===== src/rtl/irq_pkg.sv =====
// Shared constants, FSM state type and priority helpers for the interrupt controller.
package irq_pkg;

  localparam int N_IRQ = 4;
  localparam int ID_W  = $clog2(N_IRQ);

  localparam logic [15:0] VEC_BASE_DEF   = 16'h03C0;
  localparam logic [15:0] VEC_STRIDE_DEF = 16'h0010;

  localparam logic [N_IRQ-1:0] LSB_ONE = N_IRQ'(1);

  typedef enum logic {
    IDLE = 1'b0,
    REQ  = 1'b1
  } state_e;

  // One-hot of the lowest set bit (index 0 is highest priority); zero in, zero out.
  function automatic logic [N_IRQ-1:0] lowest_set(input logic [N_IRQ-1:0] v);
    logic [N_IRQ-1:0] r;
    r = '0;
    for (int i = N_IRQ - 1; i >= 0; i--) begin
      if (v[i]) r = LSB_ONE << i;
    end
    return r;
  endfunction

  function automatic logic [ID_W-1:0] onehot_idx(input logic [N_IRQ-1:0] v);
    logic [ID_W-1:0] r;
    r = '0;
    for (int i = 0; i < N_IRQ; i++) begin
      if (v[i]) r = ID_W'(i);
    end
    return r;
  endfunction

endpackage


===== src/rtl/irq_sync_edge.sv =====
// Two-flop synchronizer followed by a rising-edge detector for one interrupt line.
module irq_sync_edge (
  input  logic clk_i,
  input  logic rst_ni,
  input  logic irq_i,
  output logic rise_o
);

  logic sync1_q;
  logic sync2_q;
  logic prev_q;

  always_ff @(posedge clk_i or negedge rst_ni) begin
    if (!rst_ni) begin
      sync1_q <= 1'b0;
      sync2_q <= 1'b0;
      prev_q  <= 1'b0;
    end else begin
      sync1_q <= irq_i;
      sync2_q <= sync1_q;
      prev_q  <= sync2_q;
    end
  end

  assign rise_o = sync2_q & ~prev_q;

endmodule


===== src/rtl/irq_controller.sv =====
// Prioritised, nesting-aware interrupt controller offering one request at a time
// to the core over a req/ack handshake, retired by end-of-interrupt.
module irq_controller
  import irq_pkg::*;
#(
  parameter logic [15:0] VEC_BASE   = VEC_BASE_DEF,
  parameter logic [15:0] VEC_STRIDE = VEC_STRIDE_DEF
) (
  input  logic             clk_i,
  input  logic             rst_ni,
  input  logic [N_IRQ-1:0] interrupt_i,
  input  logic             mask_we_i,
  input  logic [N_IRQ-1:0] mask_in_i,
  output logic [N_IRQ-1:0] mask_out_o,
  output logic             irq_req_o,
  output logic [ID_W-1:0]  irq_id_o,
  output logic [15:0]      irq_vector_o,
  input  logic             irq_ack_i,
  input  logic             irq_eoi_i,
  output logic [N_IRQ-1:0] pending_o,
  output logic [N_IRQ-1:0] in_service_o
);

  logic [N_IRQ-1:0] rise;
  logic [N_IRQ-1:0] pending_q, pending_d;
  logic [N_IRQ-1:0] in_service_q, in_service_d;
  logic [N_IRQ-1:0] mask_q;
  logic [N_IRQ-1:0] above, eligible, win_oh, ack_oh, eoi_oh;
  logic [ID_W-1:0]  win_id;
  logic [15:0]      win_vector;
  logic             ack_fire;

  state_e           state_q;
  logic             irq_req_q;
  logic [ID_W-1:0]  irq_id_q;
  logic [15:0]      irq_vector_q;

  for (genvar gi = 0; gi < N_IRQ; gi++) begin : g_line
    irq_sync_edge u_sync_edge (
      .clk_i  (clk_i),
      .rst_ni (rst_ni),
      .irq_i  (interrupt_i[gi]),
      .rise_o (rise[gi])
    );
  end

  // Only indices strictly above the highest-priority in-service handler may preempt;
  // with nothing in service the subtraction wraps to all ones.
  assign above      = lowest_set(in_service_q) - LSB_ONE;
  assign eligible   = pending_q & mask_q & above;
  assign win_oh     = lowest_set(eligible);
  assign win_id     = onehot_idx(win_oh);
  assign win_vector = VEC_BASE + VEC_STRIDE * 16'(win_id);

  assign ack_fire = (state_q == REQ) && irq_ack_i;
  assign ack_oh   = ack_fire  ? (LSB_ONE << irq_id_q)     : '0;
  assign eoi_oh   = irq_eoi_i ? lowest_set(in_service_q) : '0;

  // A fresh edge on the line being acked re-arms it; EOI uses the pre-edge in-service set.
  assign pending_d    = (pending_q & ~ack_oh) | rise;
  assign in_service_d = (in_service_q & ~eoi_oh) | ack_oh;

  always_ff @(posedge clk_i or negedge rst_ni) begin
    if (!rst_ni) begin
      pending_q    <= '0;
      in_service_q <= '0;
      mask_q       <= '1;
    end else begin
      pending_q    <= pending_d;
      in_service_q <= in_service_d;
      if (mask_we_i) mask_q <= mask_in_i;
    end
  end

  always_ff @(posedge clk_i or negedge rst_ni) begin
    if (!rst_ni) begin
      state_q      <= IDLE;
      irq_req_q    <= 1'b0;
      irq_id_q     <= '0;
      irq_vector_q <= VEC_BASE;
    end else begin
      case (state_q)
        IDLE: begin
          if (|eligible) begin
            state_q      <= REQ;
            irq_req_q    <= 1'b1;
            irq_id_q     <= win_id;
            irq_vector_q <= win_vector;
          end
        end
        REQ: begin
          if (irq_ack_i) begin
            state_q   <= IDLE;
            irq_req_q <= 1'b0;
          end
        end
        default: begin
          state_q   <= IDLE;
          irq_req_q <= 1'b0;
        end
      endcase
    end
  end

  assign mask_out_o   = mask_q;
  assign irq_req_o    = irq_req_q;
  assign irq_id_o     = irq_id_q;
  assign irq_vector_o = irq_vector_q;
  assign pending_o    = pending_q;
  assign in_service_o = in_service_q;

endmodule


===== config.mk =====
export PLATFORM = sky130hd
export DESIGN_NAME = irq_controller
export DESIGN_NICKNAME = d
export VERILOG_FILES = /design/src/rtl/irq_pkg.sv /design/src/rtl/irq_sync_edge.sv /design/src/rtl/irq_controller.sv
export SDC_FILE = /design/constraint.sdc
export NUM_CORES = 1
export LEC_CHECK = 0
export ABC_AREA = 1
export CORE_UTILIZATION = 55
export CTS_CLUSTER_DIAMETER = 40
export DETAILED_ROUTE_END_ITERATION = 8
export DONT_BUFFER_PORTS = 1
export PLACE_DENSITY_LB_ADDON = 0.2
export SYNTH_ARGS = -nofsm -noshare
export SYNTH_HDL_FRONTEND = slang
export SYNTH_SLANG_ARGS = --single-unit

===== constraint.sdc =====
create_clock -name clk_i -period 1.4 [get_ports clk_i]
set_input_delay 0.42 -clock clk_i [delete_from_list [all_inputs] [get_ports clk_i]]
set_output_delay 0.42 -clock clk_i [all_outputs]
set_load 0.05 [all_outputs]

==> out/results.txt <==
CP arrival = 1050 ps
Dominant cells by area after synthesis = dfrtp_1, buf_4, dfstp_2
Share of cells above drive strength 1 = 0.3095
Dominant cell type by area after synthesis = dfrtp_1
DIE AREA = 2289 um2
Required @ worst endpoint = 980 ps
Setup crit end kind = primary output
CTS root buf = clkbuf_4
Most Crowded Layer GR = met2
PD cells = 2279 nW/um2
Initial core utilization = 0.5893
Yosys reg bits = 28
Synthesized area = 1156 um2
Most common cell in the netlist = dfrtp_1
Synth top area share = 0.5195
Unrepaired setup endpoints after global routing = yes
Boundary Pins = 44
Pre-antenna DRT Iters = 4
Drt initial violations = 19
Violated checks = negative setup slack
Distinct cells, synth = 22
# diodes = 0
Worst hold-check slack = 107.3 ps
CTS tree = built
Final wirelength = 1830 um
Met1 usage = 0.2157
Post-synthesis sequential area ratio = 0.6104
Final hold vios = 0
Largest net degree at the start of global routing = 29
GR met2 Demand/Resource = 0.2946
Mean Syn Cell Area = 10.91 um2
Vias/cell = 4.824
Final period utilization = 1.049
Die Y = 47.85 um
Start of the worst register-to-register path = mask_out_o[0]
Core area = 1962 um2
Slew Limit Fails = 0
Clock Skew = 7.974 ps
Htree depth = 1
Most instantiated cells after synthesis = dfrtp_1, inv_1, buf_4, nand2_1
Worst Hold Class = in2reg
P&R area growth vs syn = 16.67%
DP Wirelength = 1354 um
CTS Buf Count = 3
CTS sink count = 28
Max cap viols = 0
Peak fanout along the critical path = 3
Port Buffers = 0
Drc violations = 0
Reg2Reg Depth = 6
Total number of vias = 738
Total grt overflow = 0
Overall power = 3.074 mW
Number of core rows = 16
Peak VDD IR = 1.245 mV
FF-to-FF End = irq_req_o
Post-DRT Antenna Nets = 0
Flop2flop setup slack = 150 ps
All-Layer GR Usage = 0.1750
Met3 usage = 0.03396
RePlAce Congestion = 0.8050
Reg clk slew, reported paths = 130 ps
Layout Cells excl Fill = 153
Worst Hold Path Cells = 0
First-pass GRT wire length = 2628 um
Initial antenna violation count = 0
Fmax = 681.0 MHz
Chip width = 47.85 um
WL per Instance = 11.96 um
Clock buffer depth = 2
Pre-CTS setup slack = 145.5 ps
YS warnings = 0
Placed cell count = 140
Post-synth EDFFs = 0
Final worst slack = -68.39 ps
Outcome = finished with violations
P_leak = 0.6981 nW
Ys async rst share = 1.000
Setup crit start kind = flop
Tmin final = 1468 ps
Vias in the first global route = 642
Worst skew pair latency = 320 ps
Min-Delay Endpoint = g_line[2].u_sync_edge.sync1_q
Final setup fails = 4
Nets@finish = 140
Crit path kind = reg2out
Synthesized instance count = 106
Hold path start = interrupt_i[2]
Most common flop cell mapped by yosys = dfrtp_1
[repair_timing]
| action | CTS | global route |
|---|---|---|
| gates cloned | 0 | 0 |
| hold endpoints to repair | 28 | 0 |
| hold buffers | 2 | 0 |
| setup buffers | 4 | 3 |
| resized for setup | 8 | 1 |
| endpoints found under the setup margin | 12 | 8 |
[layout by cell type, fill, tap and decap left out, drive strengths merged]
cell and count:
nand3 5, o21bai 2, buf 19, inv 17, clkbuf 4, nor3 4
a21oi 1, o211ai 1, dfrtp 24, nand3b 1, nor2 3, mux2 4
conb 14, a21boi 1, o22ai 3, nand2 14, dlygate4sd3 1, o21ai 3
dfstp 4, or2 1
[sequential cells by signal (all words and copies together) (netlist names)]
signal / count
g_line.u_sync_edge.prev_q: 4
g_line.u_sync_edge.sync1_q: 4
g_line.u_sync_edge.sync2_q: 4
in_service_o: 4
irq_id_o: 2
irq_req_o: 1
mask_out_o: 4
pending_o: 4
state_q: 1
[worst register-to-register path: cells and delay by family (launching register included)]
kind                   cells  cell delay [ps]
buffers and inverters      1               50
DFF                        1              730
and+or+nand+nor            5              420
[power by group]
part	total [mW]	internal, mW	switching, mW
clock network	0.322	0.112	0.210
registers	1.25	0.999	0.254
logic	1.50	0.513	0.985
total	3.07	1.62	1.45
[routing by layer]
layer  part of all wire  vias to the layer above  routed length (um)
met1               0.42                      342                 777
met2               0.47                       49                 861
met5                  0                        -                   0
li1                   -                      343                   -
met4              0.014                        0                  25
met3              0.091                        4                 166
[per-stage QoR]
step / setup TNS, ps / area [um2] / utilization
after global placement: 0 / 1210 / 0.6167
after CTS: -318.2 / 1321 / 0.6735
final: -227.2 / 1349 / 0.6875
after global routing: -377.3 / 1349 / 0.6875
after floorplan: 0 / 1201 / -
after detailed placement: 0 / 1210 / 0.6167
[worst max path at each step]
stage / from / end / slack (ps) / cells after the start
final: mask_out_o[0] / mask_out_o[0] / -70 / 0
after detailed placement: mask_out_o[0] / irq_id_o[1] / 150 / 4
after CTS: mask_out_o[0] / mask_out_o[0] / -90 / 0
after floorplan: irq_id_o[0] / irq_vector_o[4] / 20 / 1
after global placement: mask_out_o[0] / irq_id_o[1] / 170 / 4
after global routing: mask_out_o[0] / mask_out_o[0] / -100 / 0
[cells by family after synthesis]
kind of cell / Yosys count / synth area share
AOI/OAI and AO/OA: 11 / 0.05952
and+or+nand+nor: 28 / 0.1256
other: 2 / 0.006496
muxes: 4 / 0.03896
buffers and inverters: 33 / 0.1591
DFF: 28 / 0.6104
[layout make-up]
| class | instances | area (um2) |
|---|---|---|
| flip-flops and latches | 28 | 708.2 |
| fillers | 152 | 613.1 |
| multi-input cells | 57 | 311.5 |
| repair buffers | 20 | 205.2 |
| inverters | 17 | 63.81 |
| well taps | 27 | 33.78 |
| clock buffers | 4 | 26.28 |
(Power assumes the default switching activity.)
